## config.mk

```make
export PLATFORM = sky130hd
export DESIGN_NAME = regfile_dbg_ctrl
export DESIGN_NICKNAME = d
export VERILOG_FILES = /design/src/rtl/rf_dbg_pkg.sv /design/src/rtl/rf_port_mux.sv /design/src/rtl/regfile_dbg_ctrl.sv
export SDC_FILE = /design/constraint.sdc
export NUM_CORES = 1
export LEC_CHECK = 0
export BUFFER_PORTS_ARGS = -buffer_cell sky130_fd_sc_hd__buf_2
export CORE_MARGIN = 5
export CORE_UTILIZATION = 35
export CTS_CLUSTER_SIZE = 30
export DETAILED_ROUTE_END_ITERATION = 10
export GPL_ROUTABILITY_DRIVEN = 0
export PLACE_DENSITY = 0.74
export SLEW_MARGIN = 40
export SYNTH_ARGS = -nofsm -noshare
export SYNTH_HDL_FRONTEND = slang
export SYNTH_HIERARCHICAL = 1
export SYNTH_SLANG_ARGS = --single-unit
```

## constraint.sdc

```tcl
create_clock -name i_clk -period 2 [get_ports i_clk]
set_input_delay 0.2 -clock i_clk [delete_from_list [all_inputs] [get_ports i_clk]]
set_output_delay 0.2 -clock i_clk [all_outputs]
set_load 0.02 [all_outputs]
```

## src/rtl/rf_dbg_pkg.sv

```systemverilog
// Shared types for the register-file debug controller: FSM state encoding
// and the default writeback drain length.
package rf_dbg_pkg;

   typedef enum logic [1:0] {
      ST_IDLE,
      ST_DRAIN,
      ST_ACCESS,
      ST_RESP
   } state_e;

   localparam int DRAIN_CYCLES_DEF = 3;

endpackage

```

## src/rtl/rf_port_mux.sv

```systemverilog
// Core/debug selector for the register-file input buses. Read port 2 always
// belongs to the core; the other ports switch to the debug side during ACCESS.
module rf_port_mux #(
   parameter int p_WORD_LEN     = 16,
   parameter int p_REG_ADDR_LEN = 3
) (
   input  logic                      sel_dbg,
   input  logic [p_REG_ADDR_LEN-1:0] core_src1,
   input  logic [p_REG_ADDR_LEN-1:0] core_src2,
   input  logic [p_REG_ADDR_LEN-1:0] core_tgt,
   input  logic [p_WORD_LEN-1:0]     core_tgt_data,
   input  logic                      core_wr_en,
   input  logic                      dbg_valid,
   input  logic                      dbg_we,
   input  logic [p_REG_ADDR_LEN-1:0] dbg_addr,
   input  logic [p_WORD_LEN-1:0]     dbg_wdata,
   output logic [p_REG_ADDR_LEN-1:0] rf_src1,
   output logic [p_REG_ADDR_LEN-1:0] rf_src2,
   output logic [p_REG_ADDR_LEN-1:0] rf_tgt,
   output logic [p_WORD_LEN-1:0]     rf_tgt_data,
   output logic                      rf_wr_en
);

   // Debug side wins outright: a core write arriving in ACCESS is dropped here.
   always_comb begin
      rf_src2 = core_src2;
      if (sel_dbg) begin
         rf_src1     = dbg_addr;
         rf_tgt      = dbg_addr;
         rf_tgt_data = dbg_wdata;
         rf_wr_en    = dbg_valid & dbg_we;
      end else begin
         rf_src1     = core_src1;
         rf_tgt      = core_tgt;
         rf_tgt_data = core_tgt_data;
         rf_wr_en    = core_wr_en;
      end
   end

endmodule

```

## src/rtl/regfile_dbg_ctrl.sv

```systemverilog
// Arbitrates the register file between the core pipeline and a debug port:
// stall, drain in-flight writebacks, then perform one debug read or write.
module regfile_dbg_ctrl
   import rf_dbg_pkg::*;
#(
   parameter int p_WORD_LEN     = 16,
   parameter int p_REG_ADDR_LEN = 3,
   parameter int p_DRAIN_CYCLES = DRAIN_CYCLES_DEF
) (
   input  logic                      i_clk,
   input  logic                      i_rst,
   input  logic [p_REG_ADDR_LEN-1:0] i_core_src1,
   input  logic [p_REG_ADDR_LEN-1:0] i_core_src2,
   input  logic [p_REG_ADDR_LEN-1:0] i_core_tgt,
   input  logic [p_WORD_LEN-1:0]     i_core_tgt_data,
   input  logic                      i_core_wr_en,
   output logic                      o_stall,
   output logic [p_REG_ADDR_LEN-1:0] o_rf_src1,
   output logic [p_REG_ADDR_LEN-1:0] o_rf_src2,
   output logic [p_REG_ADDR_LEN-1:0] o_rf_tgt,
   output logic [p_WORD_LEN-1:0]     o_rf_tgt_data,
   output logic                      o_rf_wr_en,
   input  logic [p_WORD_LEN-1:0]     i_rf_src1_data,
   input  logic                      i_dbg_valid,
   input  logic                      i_dbg_we,
   input  logic [p_REG_ADDR_LEN-1:0] i_dbg_addr,
   input  logic [p_WORD_LEN-1:0]     i_dbg_wdata,
   output logic                      o_dbg_ready,
   output logic [p_WORD_LEN-1:0]     o_dbg_rdata,
   output logic                      o_dbg_rvalid,
   output logic                      o_collision
);

   localparam int CNT_W = $clog2(p_DRAIN_CYCLES + 1);
   localparam logic [CNT_W-1:0] CNT_ONE  = CNT_W'(1);
   localparam logic [CNT_W-1:0] CNT_LOAD = CNT_W'(p_DRAIN_CYCLES);

   state_e           state;
   state_e           state_nxt;
   logic [CNT_W-1:0] cnt;
   logic             rd_flag;

   // Handshake: a request transfers in the cycle where i_dbg_valid and
   // o_dbg_ready are both high; the requester holds we/addr/wdata stable
   // from valid rising until that cycle.
   always_ff @(posedge i_clk or posedge i_rst) begin
      if (i_rst) state <= ST_IDLE;
      else       state <= state_nxt;
   end

   always_comb begin
      state_nxt = state;
      case (state)
         ST_IDLE:   if (i_dbg_valid) state_nxt = ST_DRAIN;
         ST_DRAIN: begin
            if (!i_dbg_valid)        state_nxt = ST_IDLE;
            else if (cnt == CNT_ONE) state_nxt = ST_ACCESS;
         end
         ST_ACCESS: state_nxt = i_dbg_valid ? ST_RESP : ST_IDLE;
         ST_RESP:   state_nxt = i_dbg_valid ? ST_ACCESS : ST_IDLE;
         default:   state_nxt = ST_IDLE;
      endcase
   end

   always_comb begin
      o_stall      = (state != ST_IDLE);
      o_dbg_ready  = (state == ST_ACCESS);
      o_dbg_rvalid = (state == ST_RESP) && rd_flag;
   end

   // The counter loads only on entry to DRAIN, so it never wraps.
   always_ff @(posedge i_clk or posedge i_rst) begin
      if (i_rst) begin
         cnt         <= '0;
         rd_flag     <= 1'b0;
         o_dbg_rdata <= '0;
         o_collision <= 1'b0;
      end else begin
         if (state == ST_IDLE && i_dbg_valid)
            cnt <= CNT_LOAD;
         else if (state == ST_DRAIN && cnt != '0)
            cnt <= cnt - CNT_ONE;
         if (state == ST_ACCESS && i_dbg_valid) begin
            rd_flag <= ~i_dbg_we;
            if (!i_dbg_we) o_dbg_rdata <= i_rf_src1_data;
         end
         if (state == ST_ACCESS && i_core_wr_en)
            o_collision <= 1'b1;
      end
   end

   rf_port_mux #(
      .p_WORD_LEN     (p_WORD_LEN),
      .p_REG_ADDR_LEN (p_REG_ADDR_LEN)
   ) u_mux (
      .sel_dbg       (state == ST_ACCESS),
      .core_src1     (i_core_src1),
      .core_src2     (i_core_src2),
      .core_tgt      (i_core_tgt),
      .core_tgt_data (i_core_tgt_data),
      .core_wr_en    (i_core_wr_en),
      .dbg_valid     (i_dbg_valid),
      .dbg_we        (i_dbg_we),
      .dbg_addr      (i_dbg_addr),
      .dbg_wdata     (i_dbg_wdata),
      .rf_src1       (o_rf_src1),
      .rf_src2       (o_rf_src2),
      .rf_tgt        (o_rf_tgt),
      .rf_tgt_data   (o_rf_tgt_data),
      .rf_wr_en      (o_rf_wr_en)
   );

endmodule

```

==> impl_metrics.csv <==
group,metric,value,unit
grt,grt_max_degree,30,
final_layout,seq_area,550.5,sq um
yosys,async_flop_share,100.0,%
hold_path,min_path_type,"in2reg",
timing,fin_crit_sh,93.57,%
drt,drcViolationCount,0,
clocking,cts_setup_buffers,0,
timing,tightest_slew,307.8,ps
placement,port_buffers,104,
power,vdd_drop_max,0.6841,mV
yosys,ys.flop_type,"dfrtp_1",
timing,setup_viol,0,
final_layout,design_area,1899,sq um
floorplan,rows,22,
yosys,synthMostInstantiatedCell,"dfrtp_1",
floorplan,start_util,36.16,%
final_layout,antenna_cells,0,
power,p_int,1.194,mW
drt,drtIter0Drc,14,
yosys,synth_top_cell_area_share,41.59,%
yosys,ys_warn_count,6,
yosys,syn_avg_cell_area,12.61,sq um
setup_path,cp-end-kind,"output pin",
setup_path,critical_path_class,"reg2out",
clocking,cts.sinks,22,
clocking,cts_tree,"yes",
yosys,synth_edf_count,0,
timing,rsz0062_at_grt,"no",
power,clkPwrFrac,13.6,%
timing,min_period,1871,ps
grt,gr-total-overflow,0,
floorplan,die_w,71.50,microns
yosys,synth_cell_types,23,
yosys,synthesis.nets,172,
setup_path,startpoint_type,"register",
drt,wl_per_cell,14.13,microns
yosys,synthCells,105,
clocking,cts_root_buf,"clkbuf_8",
yosys,ys_seq_area_share,41.59,%
floorplan,core_area,3661,sq um
drt,firstDrtPassIters,4,
power,p_seq_share,38.1,%
floorplan,die-area,5112,sq um
placement,placed_area,1848,sq um
drt,via_per_inst,4.635,
floorplan,pin_count,111,
grt,grtUsageTotal,13.92,%
setup_path,worst-path-max-fanout,29,
drt,antenna_left,0,
yosys,synthTopCellsByArea,"dfrtp_1, mux2_4, mux2_2",
drt,wl,3602,microns
clocking,path_clk_slew,70,ps
yosys,synth_common_cells,"dfrtp_1, mux2_4, mux2_2",
timing,final-max-slew-violation-count,0,
power,switching_share,37.25,%
setup_path,arrival,1670,ps
timing,relSlewSlack,79.48,%
power,p_sw,709.0,uW
final_layout,multi_input_area,644.4,sq um
clocking,htreeDepth,1,
floorplan,die_h,71.50,microns
yosys,synth_area,1324,sq um
power,power_density,1002,nW/um^2
final_layout,nNetsFinal,276,
timing,fmax,534.4,MHz
yosys,yosys_register_bits,22,
setup_path,required,1800,ps
timing,tns,0,ps
power,power_frac_comb,48.3,%
placement,hpwl,3047,microns
timing,worst_clock_skew,3.039,ps
grt,grt_pass1_wl,5865,microns
final_layout,fill_cells,338,
clocking,cts-resized-gates,0,
outcome,status,"finished clean",
clocking,numCtsBuffers,3,
timing,hold_viol_final,0,
drt,num_vias,1182,
grt,grt_pass1_vias,1273,
grt,grt_antenna_before_repair,0,
yosys,yosys.area.top_type,"dfrtp_1",
power,cellLeakagePower,1.072,nW
job,drv_cap,0,
final_layout,drive_gt1_share,71.50,%
clocking,cts_buffer_depth,2,
final_layout,area_growth,43.48,%
clocking,clk_latency,250,ps
## power groups by stage
stage          Clock [mW]  Combinational [mW]  Sequential (mW)
2_1_floorplan           0               0.465            0.885
3_3_place_gp            0               0.915            0.725
3_5_place_dp            0               0.934            0.728
4_1_cts             0.268               0.936            0.725
5_1_grt             0.292               0.993            0.753
6_report            0.259               0.919            0.725
## sequential cells by signal, indices dropped and copies added, names as in the netlist
register     count
o_collision      1
rd_flag          1
cnt              2
state            2
o_dbg_rdata     16
## kinds of logic after synthesis
logic type                 count (synthesis)  synth area share [%]
muxes                                     32                 32.33
and+or+nand+nor                           16                 7.278
AOI/OAI and AO/OA                         14                 6.994
buffers and inverters                     19                 9.924
adders and majority gates                  2                 1.890
DFF                                       22                 41.59
## per-stage QoR
stage	power, mW	cells	setup slack [ps]	util, %	hold slack [ps]
2_1_floorplan	1.350	105	152.5	-	189.2
3_3_place_gp	1.640	251	449.5	50.48	245.0
3_5_place_dp	1.662	251	400.0	50.48	253.0
4_1_cts	1.929	255	119.6	51.88	158.9
5_1_grt	2.038	255	28.77	51.88	166.9
6_report	1.903	255	128.7	51.88	161.4
## cell usage in the layout (no fill, tap or decap), types with 2 or more instances in the layout
master,n
a21o_1,2
buf_2,104
buf_4,2
clkbuf_8,3
dfrtp_1,22
ha_1,2
inv_1,10
mux2_2,14
mux2_4,18
nand2_1,5
nand3b_1,3
o21ai_0,8
o221a_2,2
or2_2,2
## critical path, stage by stage, from the launching register on
cell and delay (ps):
dfrtp_1 490, nor2b_2 200, buf_12 200, mux2_2 360, buf_2 160
## layer usage
metal / GRT usage (%) / part of all wire [%]
met1: 15.32 / 37
met2: 25.20 / 49
met3: 4.769 / 14
met4: 3.967 / 0.33
met5: 0 / 0
## area by class of cell
| cell class | count | area share (%) |
|---|---|---|
| Clock buffer | 3 | 2.174 |
| Tap cell | 48 | 3.162 |
| Inverter | 10 | 1.976 |
| Sequential cell | 22 | 28.99 |
| Timing Repair Buffer | 108 | 29.78 |
| Multi-Input combinational cell | 64 | 33.93 |
## worst paths after layout
path	start	endpoint	slack (ps)	cells past startpoint
max in group asynchronous	i_rst	state[1]$_DFFE_PP0P_	1260	4
worst min-delay path	i_core_wr_en	o_collision$_DFFE_PP0P_	160	2
worst max-delay path	state[0]$_DFFE_PP0P_	o_rf_tgt_data[5]	130	4
worst min register to register	o_collision$_DFFE_PP0P_	o_collision$_DFFE_PP0P_	450	1
min in group asynchronous	i_rst	o_dbg_rdata[8]$_DFFE_PP0P_	530	4
worst max register to register	state[0]$_DFFE_PP0P_	o_dbg_rdata[12]$_DFFE_PP0P_	450	3
## repair_timing
item | 4_1_cts | 5_1_grt
setup endpoints to repair | 0 | 0
hold endpoints to repair | 22 | 0
hold buffers | 1 | 0
Power figures use the tool's default switching activity.
